$ cat config.mk
export PLATFORM = sky130hd
export DESIGN_NAME = systolic_array_os
export DESIGN_NICKNAME = d
export VERILOG_FILES = /design/src/rtl/systolic_array_os.sv
export SDC_FILE = /design/constraint.sdc
export NUM_CORES = 2
export LEC_CHECK = 0
export BUFFER_PORTS_ARGS = -buffer_cell sky130_fd_sc_hd__buf_2
export CAP_MARGIN = 40
export CORE_AREA = 2 2 390 392
export DETAILED_ROUTE_END_ITERATION = 10
export DIE_AREA = 0 0 392 394
export PLACE_DENSITY = 0.83
export SYNTH_ARGS = -nofsm -noshare
export SYNTH_HDL_FRONTEND = slang
export SYNTH_SLANG_ARGS = --single-unit
$ cat constraint.sdc
create_clock -name clk -period 7.2 [get_ports clk]
set_input_delay 1.44 -clock clk [delete_from_list [all_inputs] [get_ports clk]]
set_output_delay 1.44 -clock clk [all_outputs]
set_load 0.05 [all_outputs]
$ cat src/rtl/systolic_array_os.sv
// Output-stationary ROWS x COLS systolic multiply-accumulate engine with skewed A/B feed and row-by-row C drain.
// Latency: start -> first c_valid = 1 + k_len + ROWS+COLS-1 cycles when a_valid never drops.
// Backpressure: a_valid gaps become bubbles during FEED; c_ready low holds the presented C row during DRAIN.
module systolic_array_os #(
    parameter int ROWS  = 4,
    parameter int COLS  = 4,
    parameter int DW    = 8,
    parameter int ACC_W = 24,
    parameter int K_MAX = 256,
    localparam int KW   = $clog2(K_MAX + 1),
    localparam int RW   = (ROWS > 1) ? $clog2(ROWS) : 1
) (
    input  logic                   clk,
    input  logic                   n_rst,
    input  logic                   start,
    input  logic [KW-1:0]          k_len,
    input  logic                   accumulate,
    input  logic                   a_valid,
    output logic                   a_ready,
    input  logic [ROWS*DW-1:0]     a_data,
    input  logic [COLS*DW-1:0]     b_data,
    output logic                   c_valid,
    input  logic                   c_ready,
    output logic [COLS*ACC_W-1:0]  c_data,
    output logic [RW-1:0]          c_row,
    output logic                   c_last,
    output logic                   busy,
    output logic                   done,
    output logic                   overflow
);
    localparam int FW = $clog2(ROWS + COLS);

    typedef enum logic [1:0] {IDLE, FEED, FLUSH, DRAIN} state_t;
    state_t state, state_n;

    logic [KW-1:0] k_reg;
    logic [KW-1:0] beat_cnt;
    logic [FW-1:0] flush_cnt;
    logic          feed_fire;
    logic          tile_go;
    logic          tile_clr;
    logic          last_beat;
    logic          flush_end;
    logic          c_fire;
    logic          ov_any;

    // skewed array edge inputs
    logic [DW-1:0] a_w  [ROWS];
    logic          av_w [ROWS];
    logic [DW-1:0] b_n  [COLS];
    logic          bv_n [COLS];

    // per-PE registered operands, valids, accumulators
    logic [DW-1:0]           a_r   [ROWS][COLS];
    logic                    av_r  [ROWS][COLS];
    logic [DW-1:0]           b_r   [ROWS][COLS];
    logic                    bv_r  [ROWS][COLS];
    logic signed [ACC_W-1:0] acc   [ROWS][COLS];
    logic                    pe_ov [ROWS][COLS];

    assign a_ready   = (state == FEED);
    assign c_valid   = (state == DRAIN);
    assign busy      = (state != IDLE);
    assign feed_fire = a_valid & a_ready;
    assign tile_go   = (state == IDLE) & start & (k_len != '0);
    assign tile_clr  = tile_go & ~accumulate;
    assign last_beat = feed_fire & (beat_cnt == k_reg - KW'(1));
    assign flush_end = (state == FLUSH) & (flush_cnt == FW'(ROWS + COLS - 2));
    assign c_fire    = c_valid & c_ready;
    assign c_last    = c_valid & (c_row == RW'(ROWS - 1));

    always_ff @(posedge clk) begin
        if (n_rst) begin
            state <= IDLE;
        end else begin
            state <= state_n;
        end
    end

    always_comb begin
        state_n = state;
        case (state)
            IDLE:    if (tile_go)          state_n = FEED;
            FEED:    if (last_beat)        state_n = FLUSH;
            FLUSH:   if (flush_end)        state_n = DRAIN;
            DRAIN:   if (c_fire && c_last) state_n = IDLE;
            default:                       state_n = IDLE;
        endcase
    end

    always_ff @(posedge clk) begin
        if (n_rst) begin
            k_reg     <= '0;
            beat_cnt  <= '0;
            flush_cnt <= '0;
            c_row     <= '0;
            done      <= 1'b0;
        end else begin
            done <= ((state == IDLE) & start & (k_len == '0)) | (c_fire & c_last);
            if (tile_go) begin
                k_reg    <= (k_len > KW'(K_MAX)) ? KW'(K_MAX) : k_len;
                beat_cnt <= '0;
            end else if (feed_fire) begin
                beat_cnt <= beat_cnt + KW'(1);
            end
            if (state == FLUSH) begin
                flush_cnt <= flush_cnt + FW'(1);
            end else begin
                flush_cnt <= '0;
            end
            if (c_fire) begin
                c_row <= c_last ? '0 : c_row + RW'(1);
            end
        end
    end

    // Row i of A (column j of B) is delayed i (j) cycles so operands of one beat meet on the anti-diagonal.
    for (genvar i = 0; i < ROWS; i++) begin : g_skew_a
        if (i == 0) begin : g_direct
            assign a_w[i]  = a_data[DW-1:0];
            assign av_w[i] = feed_fire;
        end else begin : g_dly
            logic [DW-1:0] sr_d [i];
            logic          sr_v [i];
            always_ff @(posedge clk) begin
                if (n_rst) begin
                    for (int k = 0; k < i; k++) begin
                        sr_d[k] <= '0;
                        sr_v[k] <= 1'b0;
                    end
                end else begin
                    sr_d[0] <= a_data[i*DW +: DW];
                    sr_v[0] <= feed_fire;
                    for (int k = 1; k < i; k++) begin
                        sr_d[k] <= sr_d[k-1];
                        sr_v[k] <= sr_v[k-1];
                    end
                end
            end
            assign a_w[i]  = sr_d[i-1];
            assign av_w[i] = sr_v[i-1];
        end
    end

    for (genvar j = 0; j < COLS; j++) begin : g_skew_b
        if (j == 0) begin : g_direct
            assign b_n[j]  = b_data[DW-1:0];
            assign bv_n[j] = feed_fire;
        end else begin : g_dly
            logic [DW-1:0] sr_d [j];
            logic          sr_v [j];
            always_ff @(posedge clk) begin
                if (n_rst) begin
                    for (int k = 0; k < j; k++) begin
                        sr_d[k] <= '0;
                        sr_v[k] <= 1'b0;
                    end
                end else begin
                    sr_d[0] <= b_data[j*DW +: DW];
                    sr_v[0] <= feed_fire;
                    for (int k = 1; k < j; k++) begin
                        sr_d[k] <= sr_d[k-1];
                        sr_v[k] <= sr_v[k-1];
                    end
                end
            end
            assign b_n[j]  = sr_d[j-1];
            assign bv_n[j] = sr_v[j-1];
        end
    end

    // Each PE latches its operands, then accumulates them one cycle later while forwarding east/south.
    for (genvar i = 0; i < ROWS; i++) begin : g_row
        for (genvar j = 0; j < COLS; j++) begin : g_col
            logic [DW-1:0]           a_in;
            logic                    av_in;
            logic [DW-1:0]           b_in;
            logic                    bv_in;
            logic signed [ACC_W-1:0] prod;
            logic signed [ACC_W-1:0] sum;

            if (j == 0) begin : g_west
                assign a_in  = a_w[i];
                assign av_in = av_w[i];
            end else begin : g_inner_w
                assign a_in  = a_r[i][j-1];
                assign av_in = av_r[i][j-1];
            end
            if (i == 0) begin : g_north
                assign b_in  = b_n[j];
                assign bv_in = bv_n[j];
            end else begin : g_inner_n
                assign b_in  = b_r[i-1][j];
                assign bv_in = bv_r[i-1][j];
            end

            assign prod = ACC_W'($signed(a_r[i][j])) * ACC_W'($signed(b_r[i][j]));
            assign sum  = acc[i][j] + prod;
            assign pe_ov[i][j] = av_r[i][j] & bv_r[i][j]
                               & (acc[i][j][ACC_W-1] == prod[ACC_W-1])
                               & (sum[ACC_W-1] != acc[i][j][ACC_W-1]);

            always_ff @(posedge clk) begin
                if (n_rst) begin
                    a_r[i][j]  <= '0;
                    av_r[i][j] <= 1'b0;
                    b_r[i][j]  <= '0;
                    bv_r[i][j] <= 1'b0;
                    acc[i][j]  <= '0;
                end else begin
                    a_r[i][j]  <= a_in;
                    av_r[i][j] <= av_in;
                    b_r[i][j]  <= b_in;
                    bv_r[i][j] <= bv_in;
                    if (tile_clr) begin
                        acc[i][j] <= '0;
                    end else if (av_r[i][j] && bv_r[i][j]) begin
                        acc[i][j] <= sum;
                    end
                end
            end
        end
    end

    always_comb begin
        ov_any = 1'b0;
        for (int i = 0; i < ROWS; i++) begin
            for (int j = 0; j < COLS; j++) begin
                ov_any = ov_any | pe_ov[i][j];
            end
        end
    end

    always_ff @(posedge clk) begin
        if (n_rst) begin
            overflow <= 1'b0;
        end else if (tile_clr) begin
            overflow <= 1'b0;
        end else if (ov_any) begin
            overflow <= 1'b1;
        end
    end

    always_comb begin
        c_data = '0;
        if (c_valid) begin
            for (int j = 0; j < COLS; j++) begin
                c_data[j*ACC_W +: ACC_W] = acc[c_row][j];
            end
        end
    end
endmodule

# Word-level counts from Yosys, hierarchy flattened
# Memories as Yosys holds them, arrays and structs flattened. A register that Yosys moved wholly into a read port is not among the register bits.
# Cells that the tools add are included.
# totals
inputBits	79
out_inout_bits	104
regBits	27
mem_count	17
ramBits	780
# classes
n_reduce_logical	29
eq_ne	42
bitwise	192
magnitude_cmp	1
multipliers	16
muxes	204
add_sub_neg	20
# mem_list
memory	depth	word_bits	read_ports	rd_clocked_by_memory_dff	wr	line	rtl
acc	4	96	5	1	4	58	logic signed [ACC_W-1:0] acc [ROWS][COLS];
a_r	4	32	4	0	4	54	logic [DW-1:0] a_r [ROWS][COLS];
b_r	4	32	4	0	4	56	logic [DW-1:0] b_r [ROWS][COLS];
g_skew_a[3].g_dly.sr_d	3	8	3	0	3	123	logic [DW-1:0] sr_d [i];
g_skew_b[3].g_dly.sr_d	3	8	3	0	3	150	logic [DW-1:0] sr_d [j];
av_r	4	4	4	0	4	55	logic av_r [ROWS][COLS];
11 more memories	--	--	--	--	--	--	
# ops
op	count
$mux 24	32
$add 24x16->24	16
$mux 8	44
$mul 8x8->16	16
$or 1x1->1	132
$mux 1	118
$mux 96	1
$and 1x1->1	58
$logic_and 1x1->1	17
$eq 1x1->1	16
$ne 1x1->1	16
$reduce_or 8->1	2
$mux 2	7
$add 9x1->9 const B	1
$eq 9x9->1	1
$gt 9x9->1 const B	1
$logic_not 9->1	1
$mux 9	1
$reduce_bool 9->1	1
$sub 9x1->9 const B	1
$pmux 2 s4	1
$eq 2x2->1 const B	3
$reduce_or 2->1	3
$ne 2x1->1 const B	2
10 further kinds	13

# Depth between registers and ports, before layout
# An unclocked memory read counts as a cell.
# logic_depth
ltp_word	20
mapped_depth	33
ltp_nobuf	32

# Worst setup path after synthesis
# No wires, ideal clock.
# synth_timing
path_kind	reg2reg
from	memory a_r[0][15] (netlist bit)
to	register overflow
setup_time_ns	0.133
synth_period_minus_slack_ns	6.722
path_slack_ns	0.478
n_path_buf	1
required_ns	7.067
path_stages_with_launch	28
arrival_ns	6.589
cell_sequence	dfxtp_1 -> clkbuf_1 -> and2_1 -> inv_1 -> fa_1 -> fa_1 -> inv_1 -> fa_1 -> inv_1 -> fa_1 -> inv_1 -> ha_1 -> nand2_1 -> a2bb2oi_1 -> a2111oi_0 -> a2111oi_0 -> nor3_1 -> xnor2_1 -> ha_1 -> and3_1 -> a221o_1 -> a21oi_2 -> a21oi_1 -> a31o_1 -> a21oi_1 -> o311ai_1 -> a22oi_1 -> nand4_1
# synth_lines
element	line	rtl
start, declared	54	
end signal, assigned	236	overflow <= 1'b0;
end signal, assigned	238	overflow <= 1'b0;
end signal, assigned	240	overflow <= 1'b1;
end, declared	29	output logic overflow

==> impl_metrics.env <==
export IMPL_status="completed"
export IMPL_gp_congestion=0.966
export IMPL_cp_end_kind="register"
export IMPL_reg2reg_slack_ns=0.15
export IMPL_cp_start_kind="register"
export IMPL_finalHoldViolations=0
export IMPL_finalNetCount=10500
export IMPL_clk_pin_slew_worst_paths_ns=0.06
export IMPL_numCtsBuffers=90
export IMPL_largest_reg_flops=384
export IMPL_cp_top_family="adder cells"
export IMPL_fin_cells=10800
export IMPL_avgSynthCellArea_um2=9.74
export IMPL_synth_nets=10300
export IMPL_drt_pass1_iter_count=8
export IMPL_crit_path_end="overflow$_SDFFE_PP0P_"
export IMPL_cap_violations=0
export IMPL_drt_iter0_markers=4514
export IMPL_fmax_mhz=142
export IMPL_yosysTopAreaCellShare_pct=21.8
export IMPL_mappedNetlistArea_mm2=0.0821
export IMPL_rsz0062_at_grt="true"
export IMPL_period_share_pct=97.9
export IMPL_largest_registers="acc (384), a_r (128), b_r (128)"
export IMPL_synthTopCellsByCount="1240 x inv_1, 896 x fa_1, 842 x ha_1, 736 x and2_1, 545 x nor2_1"
export IMPL_path_class="reg2reg"
export IMPL_hold_class="reg2reg"
export IMPL_dpl_instance_area_mm2=0.0864
export IMPL_die_w_um=392
export IMPL_required_ns=7.82
export IMPL_report_final_slew_viol_count=0
export IMPL_viasPerCell=5.69
export IMPL_synth_main_ff_cell="dfxtp_1"
export IMPL_ios=183
export IMPL_ant_nets=0
export IMPL_r2r_cells=30
export IMPL_wl_per_cell_um=19.7
export IMPL_regToRegEndpoint="overflow$_SDFFE_PP0P_"
export IMPL_fin_area_mm2=0.0899
export IMPL_routed_wl_mm=213
export IMPL_crit_fanout=9
export IMPL_ys_seq_elements=772
export IMPL_port_buffers=182
export IMPL_ir_drop_v=0.000213
export IMPL_synthCells=8433
export IMPL_tightest_slew_ns=0.870
export IMPL_dp_cells=10600
export IMPL_clock_root_buffer="clkbuf_16"
export IMPL_r2r_start="a_r[2][19]$_SDFF_PP0_"
export IMPL_fin_ws_ns=0.154
export IMPL_cts_tree="yes"
export IMPL_top_register="acc"
export IMPL_vias=61600
export IMPL_cts_buffer_depth=3
export IMPL_yosysWarnings=0
export IMPL_synth_cell_types=95
export IMPL_synth_most_common_cell="inv_1"
export IMPL_ys_seq_area_share_pct=23.5
export IMPL_async_reset_ff_share_pct=0
export IMPL_setup_viol=0
export IMPL_fp_row_count=143
export IMPL_drc=0
export IMPL_cp_startpoint="a_r[2][19]$_SDFF_PP0_"
export IMPL_clock_sinks=772
export IMPL_leakage_uw=0.0415
export IMPL_grt_overflow_total=0
export IMPL_cp_arrival_ns=7.67
export IMPL_critPathBufInv=5
export IMPL_synthToLayoutAreaGrowth_pct=9.49
export IMPL_post_route_util_pct=59.7
export IMPL_hold_depth=1
export IMPL_cts_hold_fix_buffers=0
export IMPL_synth_enable_flop_cells=384
export IMPL_synthTopCellsByArea="fa_1 22%, edfxtp_1 14%, ha_1 13%"
export IMPL_path_depth=30
export IMPL_cp_slowest_stage_delay_ns=0.51
export IMPL_grt_start_max_net_pins=168
export IMPL_htreeDepth=3
export IMPL_place_ws_ns=-0.0921
export IMPL_hpwlAfterDp_mm=170
export IMPL_core_area_mm2=0.151
export IMPL_final_setup_skew_ns=0.0774
export IMPL_dieArea_mm2=0.154
export IMPL_crit_top_cell="fa_1"
export IMPL_initial_utilization_pct=54.5
export IMPL_power_density_mw_per_mm2=145
export IMPL_antenna_found_initial=23
export IMPL_track_usage_pct=27.7
export IMPL_finalCriticalPeriod_ns=7.05
export IMPL_slowest_stage="fa_1"
export IMPL_die_h_um=394
export IMPL_grt_pass1_vias=64300
export IMPL_drive_above_1_share_pct=8.71
export IMPL_relSlewSlack_pct=42.0
export IMPL_grt_pass1_wl_mm=340
export IMPL_yosys_area_top_type="fa_1"
export IMPL_clock_latency_ns=0.76
## cell type report
type | instances | area, um^2
clock inverters | 50 | 463
multi-input cells | 6271 | 58100
inverters | 1242 | 4670
diodes | 5 | 12.5
fillers | 12300 | 60700
repair buffers | 339 | 2230
flip-flops and latches | 772 | 19400
clock buffers | 118 | 2620
well taps | 2030 | 2540
## through the flow
step	setup TNS, ns	power (uW)	hold WS (ns)
floorplan	0	7300	0.414
global placement	0	8080	0.417
detailed placement	-0.0921	8210	0.423
CTS	0	13000	0.435
global route	-0.124	13500	0.451
finish	0	13100	0.433
## layout by cell type (no fill, tap or decap), types with 48 or more instances in the layout
cell / netlist / final
inv_1: 1240 / 1239
fa_1: 896 / 895
ha_1: 842 / 839
and2_1: 736 / 735
nor2_1: 545 / 541
nand2_1: 449 / 445
nor2b_1: 411 / 411
edfxtp_1: 384 / 384
xnor2_1: 387 / 379
dfxtp_1: 388 / 350
a21oi_1: 356 / 333
xor2_1: 191 / 191
buf_2: 0 / 181
a21o_1: 155 / 155
buf_4: 0 / 146
nand2b_1: 142 / 142
o21ai_0: 137 / 134
nor3_1: 114 / 113
clkbuf_16: 0 / 98
mux4_2: 96 / 96
and3_1: 91 / 91
nand3_1: 81 / 81
o21bai_1: 67 / 67
o21a_1: 58 / 58
a211oi_1: 59 / 56
or3_1: 53 / 48
## logic make-up after synthesis
kind of cell,Yosys count,synth area share [%]
and+or+nand+nor,2726,17.6
adders and majority gates,1738,34.7
buffers and inverters,1390,6.35
AOI/OAI and AO/OA,1118,8.95
DFF,772,23.5
xor gates and xnor gates,578,6.16
muxes,111,2.83
## where the power goes
group / total (uW) / switching (uW) / internal [uW]
registers: 5400 / 393 / 5000
logic: 2860 / 1710 / 1150
clock network: 4820 / 2140 / 2680
## worst min path at each step
stage | start | to | slack [ns]
after floorplan | g_skew_a[1].g_dly.sr_d[0][0]$_SDFF_PP0_ | a_r[1][24]$_SDFF_PP0_ | 0.41
after global placement | g_skew_a[3].g_dly.sr_d[0][3]$_SDFF_PP0_ | g_skew_a[3].g_dly.sr_d[0][11]$_SDFF_PP0_ | 0.42
after detailed placement | g_skew_a[2].g_dly.sr_d[0][6]$_SDFF_PP0_ | g_skew_a[2].g_dly.sr_d[0][14]$_SDFF_PP0_ | 0.42
after CTS | g_skew_a[3].g_dly.sr_d[0][8]$_SDFF_PP0_ | g_skew_a[3].g_dly.sr_d[0][16]$_SDFF_PP0_ | 0.44
after global routing | g_skew_a[3].g_dly.sr_d[0][6]$_SDFF_PP0_ | g_skew_a[3].g_dly.sr_d[0][14]$_SDFF_PP0_ | 0.45
final | g_skew_a[3].g_dly.sr_d[0][15]$_SDFF_PP0_ | g_skew_a[3].g_dly.sr_d[0][23]$_SDFF_PP0_ | 0.43
## timing repair
item                                    in CTS  in global routing
setup buffers                                1                  6
resized for setup                           11                107
pin swaps                                    1                 19
gates cloned                                 0                  0
endpoints found under the setup margin       1                 12
## metal layers
layer | GRT usage (%) | vias up | part of all wire, %
li1 | - | 28300 | -
met4 | 16.9 | 8 | 7.2
met5 | 0 | - | 0.022
met3 | 5.03 | 655 | 7.5
met2 | 45.9 | 2365 | 47
met1 | 33.5 | 30300 | 38
Note: power is estimated with default switching activity, not from simulation.
